File: config.mk
export PLATFORM = sky130hd
export DESIGN_NAME = bs_arb
export DESIGN_NICKNAME = d
export VERILOG_FILES = /design/src/rtl/bs_pkg.sv /design/src/rtl/bs.sv /design/src/rtl/rr_arb.sv /design/src/rtl/bs_arb.sv
export SDC_FILE = /design/constraint.sdc
export NUM_CORES = 1
export LEC_CHECK = 0
export CAP_MARGIN = 15
export CORE_MARGIN = 4
export CORE_UTILIZATION = 40
export CTS_CLUSTER_SIZE = 20
export DETAILED_ROUTE_END_ITERATION = 16
export PLACE_DENSITY = 0.79
export SETUP_SLACK_MARGIN = 0.2
export SLEW_MARGIN = 0
export SYNTH_ARGS = -nofsm -noshare
export SYNTH_HDL_FRONTEND = slang
export SYNTH_SLANG_ARGS = --single-unit
File: constraint.sdc
create_clock -name clk -period 3.9 [get_ports clk]
set_clock_uncertainty 0.05 [all_clocks]
set_input_delay 0.585 -clock clk [delete_from_list [all_inputs] [get_ports clk]]
set_output_delay 0.585 -clock clk [all_outputs]
set_load 0.1 [all_outputs]
File: src/rtl/bs_pkg.sv
// Shared definitions for the barrel-shifter arbiter slice: default sizes and
// the requester-ID width helper.
package bs_pkg;

  localparam int unsigned DEF_N = 4;
  localparam int unsigned DEF_W = 32;

  // Width of an index into n requesters; never narrower than one bit.
  function automatic int unsigned id_width(input int unsigned n);
    return (n > 1) ? $clog2(n) : 1;
  endfunction

endpackage

File: src/rtl/bs.sv
// Combinational barrel shifter: left/right, logical/arithmetic, shift/rotate.
module bs
  import bs_pkg::*;
#(
  parameter int unsigned W        = DEF_W,
  parameter int unsigned SHIFT_W  = $clog2(W),
  parameter logic        P_RIGHT  = 1'b0,
  parameter logic        P_ARITH  = 1'b0,
  parameter logic        P_ROTATE = 1'b0
) (
  input  logic [W-1:0]       x,
  input  logic [SHIFT_W-1:0] shift,
  output logic [W-1:0]       y_c
);

  generate
    if (P_ROTATE) begin : g_rot
      // Shifting a doubled copy gives the rotate in one half.
      logic [2*W-1:0] dbl;
      if (P_RIGHT) begin : g_right
        assign dbl = {x, x} >> shift;
        assign y_c = dbl[W-1:0];
      end else begin : g_left
        assign dbl = {x, x} << shift;
        assign y_c = dbl[2*W-1:W];
      end
    end else begin : g_shf
      if (P_RIGHT && P_ARITH) begin : g_sra
        assign y_c = $signed(x) >>> shift;
      end else if (P_RIGHT) begin : g_srl
        assign y_c = x >> shift;
      end else begin : g_sll
        assign y_c = x << shift;
      end
    end
  endgenerate

endmodule

File: src/rtl/rr_arb.sv
// Generic round-robin arbiter; the search starts at ptr and ptr advances
// past the winner whenever a grant is consumed.
module rr_arb
  import bs_pkg::*;
#(
  parameter int unsigned N    = DEF_N,
  parameter int unsigned ID_W = id_width(N)
) (
  input  logic            clk,
  input  logic            arst,
  input  logic [N-1:0]    req,
  input  logic            en,
  output logic [N-1:0]    gnt,
  output logic [ID_W-1:0] gnt_idx
);

  logic [ID_W-1:0] ptr;
  logic            found;
  int unsigned     k;
  logic [ID_W-1:0] idx;

  // First requester at or after ptr, wrapping modulo N.
  always_comb begin
    gnt     = '0;
    gnt_idx = '0;
    found   = 1'b0;
    k       = 0;
    idx     = '0;
    for (int unsigned off = 0; off < N; off++) begin
      k = 32'(ptr) + off;
      if (k >= N) k = k - N;
      idx = ID_W'(k);
      if (!found && req[idx]) begin
        found   = 1'b1;
        gnt     = '0;
        gnt[idx] = 1'b1;
        gnt_idx = idx;
      end
    end
  end

  always_ff @(posedge clk or posedge arst) begin
    if (arst) begin
      ptr <= '0;
    end else if (en && found) begin
      ptr <= (32'(gnt_idx) == N - 1) ? '0 : gnt_idx + ID_W'(1);
    end
  end

endmodule

File: src/rtl/bs_arb.sv
// Round-robin sequencer sharing one barrel shifter among N requesters, with
// a single registered result stage tagged by requester ID.
module bs_arb
  import bs_pkg::*;
#(
  parameter int unsigned N        = DEF_N,
  parameter int unsigned W        = DEF_W,
  parameter logic        P_RIGHT  = 1'b0,
  parameter logic        P_ARITH  = 1'b0,
  parameter logic        P_ROTATE = 1'b0,
  parameter int unsigned SHIFT_W  = $clog2(W),
  parameter int unsigned ID_W     = id_width(N)
) (
  input  logic                 clk,
  input  logic                 arst,
  input  logic [N-1:0]         req_vld_i,
  input  logic [N*W-1:0]       req_x_i,
  input  logic [N*SHIFT_W-1:0] req_shift_i,
  output logic [N-1:0]         req_rdy_o,
  output logic                 rsp_vld_o,
  output logic [ID_W-1:0]      rsp_id_o,
  output logic [W-1:0]         rsp_y_o,
  input  logic                 rsp_rdy_i
);

  typedef struct packed {
    logic [W-1:0]       x;
    logic [SHIFT_W-1:0] shift;
  } req_t;

  logic            accept;
  logic            xfer;
  logic [N-1:0]    gnt;
  logic [ID_W-1:0] gnt_idx;
  req_t            cur;
  logic [W-1:0]    y_c;

  // Output stage can load when empty or draining this cycle.
  assign accept    = !arst && (!rsp_vld_o || rsp_rdy_i);
  assign req_rdy_o = accept ? gnt : '0;
  assign xfer      = |req_rdy_o;

  rr_arb #(.N(N), .ID_W(ID_W)) u_rr (
    .clk     (clk),
    .arst    (arst),
    .req     (req_vld_i),
    .en      (accept),
    .gnt     (gnt),
    .gnt_idx (gnt_idx)
  );

  always_comb begin
    cur = '0;
    for (int i = 0; i < N; i++) begin
      if (gnt[i]) begin
        cur.x     = req_x_i[i*W +: W];
        cur.shift = req_shift_i[i*SHIFT_W +: SHIFT_W];
      end
    end
  end

  bs #(
    .W(W), .SHIFT_W(SHIFT_W),
    .P_RIGHT(P_RIGHT), .P_ARITH(P_ARITH), .P_ROTATE(P_ROTATE)
  ) u_bs (
    .x     (cur.x),
    .shift (cur.shift),
    .y_c   (y_c)
  );

  always_ff @(posedge clk or posedge arst) begin
    if (arst) begin
      rsp_vld_o <= 1'b0;
      rsp_id_o  <= '0;
      rsp_y_o   <= '0;
    end else if (xfer) begin
      rsp_vld_o <= 1'b1;
      rsp_id_o  <= gnt_idx;
      rsp_y_o   <= y_c;
    end else if (rsp_rdy_i) begin
      rsp_vld_o <= 1'b0;
    end
  end

  a_rdy_onehot0 : assert property (@(posedge clk) disable iff (arst)
    $onehot0(req_rdy_o));

  a_rsp_stable : assert property (@(posedge clk) disable iff (arst)
    rsp_vld_o && !rsp_rdy_i |=> rsp_vld_o && $stable(rsp_id_o) && $stable(rsp_y_o));

  generate
    for (genvar gi = 0; gi < N; gi++) begin : g_req_chk
      a_req_stable : assert property (@(posedge clk) disable iff (arst)
        req_vld_i[gi] && !req_rdy_o[gi] |=>
          $stable(req_x_i[gi*W +: W]) && $stable(req_shift_i[gi*SHIFT_W +: SHIFT_W]));
    end
  endgenerate

endmodule

==> results.py, run 1 <==
metrics = {
    "grt": {
        "grt_pass1_vias": 6278,
        "grt_overflow": 0,
        "grt_use_total": 0.2972,
        "antenna_found_initial": 0,
        "grt_max_degree": 34,
        "grt_pass1_wl_mm": 32.04,
    },
    "cells_and_area": {
        "fin_nets": 1070,
        "fin_area_sq_mm": 0.009363,
        "antenna_cells": 0,
        "drive_gt1_frac": 0.3899,
        "syn_to_final_growth_pct": 100.8,
    },
    "cts": {
        "htreeDepth": 2,
        "cts_num_sinks": 37,
        "clk_pin_slew_worst_paths_ns": 0.06,
        "cts_made_buffers": 5,
        "cts_root_buf": "clkbuf_16",
        "cts.path.max_buffers": 2,
        "tritoncts": "done",
        "insertion_delay_ns": 0.27,
    },
    "worst_hold_path": {
        "holdPathEnd": "rsp_y_o[12]",
        "hp-class": "register to register",
        "hp-start": "rsp_y_o[12]",
        "holdPathStages": 2,
    },
    "critical_path": {
        "reg2reg_slack_ns": -0.27,
        "slowest_delay_ns": 0.56,
        "startpoint_type": "input port",
        "reg2reg_from": "u_rr.ptr[1]",
        "required_ns": 4.00,
        "worstPathCellList": "clkdlybuf4s15_1 > mux4_2 > buf_6 > a2111oi_4 > buf_4 > o211ai_1 > a21oi_2 > a21o_4 > buf_12 > buf_16 > mux2i_4 > mux2i_1 > mux2i_1 > buf_4 > o22ai_1 > a221o_1",
        "reg2reg_to": "rsp_y_o[24]",
        "criticalPathCategory": "input port to register",
        "cp_slowest_cell": "mux4_2",
        "crit_arrival_ns": 4.27,
        "critPathMaxFanout": 5,
        "reg2regPathDepth": 16,
        "crit_path_end_kind": "register",
    },
    "sta": {
        "final-max-slew-violation-count": 0,
        "finalSetupViolations": 21,
        "min_period_ns": 4.171,
        "worst_pin_slew_ns": 1.034,
        "relSlewSlack": 0.3085,
        "rsz0062_at_grt": "yes",
        "hold_viol_final": 0,
        "clock.fmax_mhz": 239.7,
        "fin_crit_sh": 1.070,
        "worst_slack_ns": -0.2712,
    },
    "logic_synthesis": {
        "yosys_most_used_dff": "dfrtp_1",
        "synth_edf_count": 0,
        "ys_types": 67,
        "ys_ff_latch": 37,
        "syn_nets": 735,
        "synth_cells": 573,
        "async_flop_share": 1.000,
        "avgSynthCellArea_sq_um": 8.136,
        "synth_area_sq_mm": 0.004662,
        "ys_seq_area_frac": 0.1986,
        "ys.warnings.count": 0,
    },
    "die": {
        "io_pins": 194,
        "die_area_sq_mm": 0.01345,
        "die_x_um": 116.0,
        "fp.dieH_um": 116.0,
        "core-area_sq_mm": 0.01142,
        "fp-row-count": 39,
        "initial_core_util": 0.4083,
    },
    "route": {
        "antenna_left": 0,
        "drt_iter0_markers": 591,
        "routedWlPerCell_um": 22.34,
        "wirelength_mm": 23.48,
        "drc_errors": 0,
        "dr.pass1.iters": 5,
        "vias_per_cell": 6.233,
        "vias": 6551,
    },
    "placement": {
        "place_area_sq_mm": 0.007838,
        "io_buffers": 193,
        "place_congestion": 0.8989,
        "hpwl_mm": 16.02,
    },
    "run_status": {
        "violations": "negative setup slack",
        "status": "finished, violations left",
    },
    "job": {
        "drv_cap": 0,
    },
}
## cell type report
class | instances | area, sq um
inverters | 10 | 40.04
repair buffers | 376 | 3686
multi-input cells | 478 | 4383
flip-flops and latches | 37 | 928.4
fillers | 658 | 2056
clock buffers | 6 | 138.9
clock inverters | 1 | 7.507
well taps | 143 | 178.9
## stage by stage
| stage | hold WS (ns) | cells | setup TNS [ns] | worst slack [ns] | utilization |
|---|---|---|---|---|---|
| after floorplan | 0.6841 | 573 | 0 | 0.1019 | - |
| after global placement | 0.4195 | 993 | -13.44 | -0.5867 | 0.6864 |
| after detailed placement | 0.4230 | 993 | -15.64 | -0.6782 | 0.6864 |
| after CTS | 0.4352 | 1021 | 0 | 0.04526 | 0.7533 |
| after global routing | 0.4640 | 1051 | -5.429 | -0.3373 | 0.8200 |
| final | 0.4324 | 1051 | -2.142 | -0.2712 | 0.8200 |
## registers in the layout, indices dropped and copies added, names as in the netlist, named ones only
signal / count
rsp_vld_o: 1
u_rr.ptr: 1
rsp_id_o: 2
rsp_y_o: 32
## worst max path at each step
stage                      start           to
finish              req_vld_i[0]  rsp_y_o[24]
CTS                  u_rr.ptr[1]  rsp_y_o[24]
detailed placement  req_vld_i[3]  rsp_y_o[24]
floorplan            u_rr.ptr[1]  rsp_y_o[14]
global placement    req_vld_i[3]  rsp_y_o[27]
global route         u_rr.ptr[1]  rsp_y_o[26]
## worst max-delay path: cells and delay by family
| kind | cells | cell delay [ns] |
|---|---|---|
| compound gates | 6 | 1.29 |
| buf+inv | 6 | 1.03 |
| mux | 4 | 1.34 |
## cell families (layout without fill, tap and decap cells)
group	count (synthesis)	after routing	synth area share
AO/OA/AOI/OAI	209	209	0.3017
XOR/XNOR	2	2	0.003758
buffers and inverters	58	393	0.06871
AND/OR/NAND/NOR	152	152	0.1559
multiplexers	108	108	0.2525
adder cells (fa/ha/maj)	7	7	0.01879
flip-flops	37	37	0.1986
## Yosys cell counts (all sizes together) (2+ instances only)
| master | number | area, sq um |
|---|---|---|
| a2111oi | 3 | 51.30 |
| a211o | 3 | 26.28 |
| a211oi | 2 | 15.01 |
| a21o | 10 | 75.07 |
| a21oi | 78 | 394.1 |
| a221o | 3 | 30.03 |
| a221oi | 3 | 45.04 |
| a22oi | 9 | 67.56 |
| a2bb2oi | 3 | 26.28 |
| a31oi | 5 | 37.53 |
| a32o | 4 | 40.04 |
| a32oi | 2 | 17.52 |
| and2 | 5 | 31.28 |
| buf | 37 | 237.7 |
| clkbuf | 11 | 45.05 |
| dfrtp | 37 | 925.9 |
| ha | 7 | 87.58 |
| inv | 10 | 37.54 |
| mux2 | 14 | 161.4 |
| mux2i | 88 | 880.8 |
| mux4 | 6 | 135.1 |
| nand2 | 58 | 217.7 |
| nand2b | 4 | 25.02 |
| nand3 | 38 | 190.2 |
| nand4 | 2 | 12.51 |
| nor2 | 23 | 86.33 |
| nor2b | 5 | 31.28 |
| nor3 | 6 | 35.03 |
| o211ai | 5 | 37.54 |
| o21ai | 24 | 123.9 |
| o221ai | 3 | 43.80 |
| o22ai | 40 | 256.5 |
| o311ai | 3 | 26.28 |
| o41ai | 2 | 25.03 |
| or2 | 4 | 25.02 |
| or3b | 3 | 26.28 |
## cells in the final DEF, fill, tap and decap left out, types with 11 or more instances in the layout
master / instances
a21oi_1: 44
a21oi_2: 23
a21oi_4: 11
buf_12: 19
buf_4: 143
buf_6: 16
clkdlybuf4s50_1: 185
dfrtp_1: 35
mux2i_1: 57
mux2i_4: 24
nand2_1: 53
nand3_1: 33
nor2_1: 16
o21ai_0: 13
o22ai_1: 33
## timing repair
action / CTS / global route
setup endpoints to repair: 34 / 34
gates cloned: 2 / 3
resized for setup: 88 / 104
setup buffers: 19 / 27
pin swaps: 7 / 29
hold buffers: 0 / 0
## per-layer routing
| layer | wire [um] | vias up | global-route usage |
|---|---|---|---|
| li1 | - | 2864 | - |
| met3 | 1519 | 122 | 0.02977 |
| met4 | 1375 | 0 | 0.07966 |
| met2 | 12010 | 425 | 0.5596 |
| met5 | 0 | - | 0 |
| met1 | 8569 | 3140 | 0.3581 |
Power of run 1 is not shown: default switching activity piles up to over one toggle a cycle in this logic, so the estimate is an artifact.
==> inputs of run 2 (changes only) <==
--- a/config.mk
+++ b/config.mk
@@ -12,7 +12,7 @@
 export DETAILED_ROUTE_END_ITERATION = 16
 export PLACE_DENSITY = 0.79
 export SETUP_SLACK_MARGIN = 0.2
-export SLEW_MARGIN = 0
+export SLEW_MARGIN = 20
 export SYNTH_ARGS = -nofsm -noshare
 export SYNTH_HDL_FRONTEND = slang
 export SYNTH_SLANG_ARGS = --single-unit
==> results of run 2 <==
No change in the layout: final DEF, timing and power equal those of run 1.
Power of run 2 is left out for the same reason.
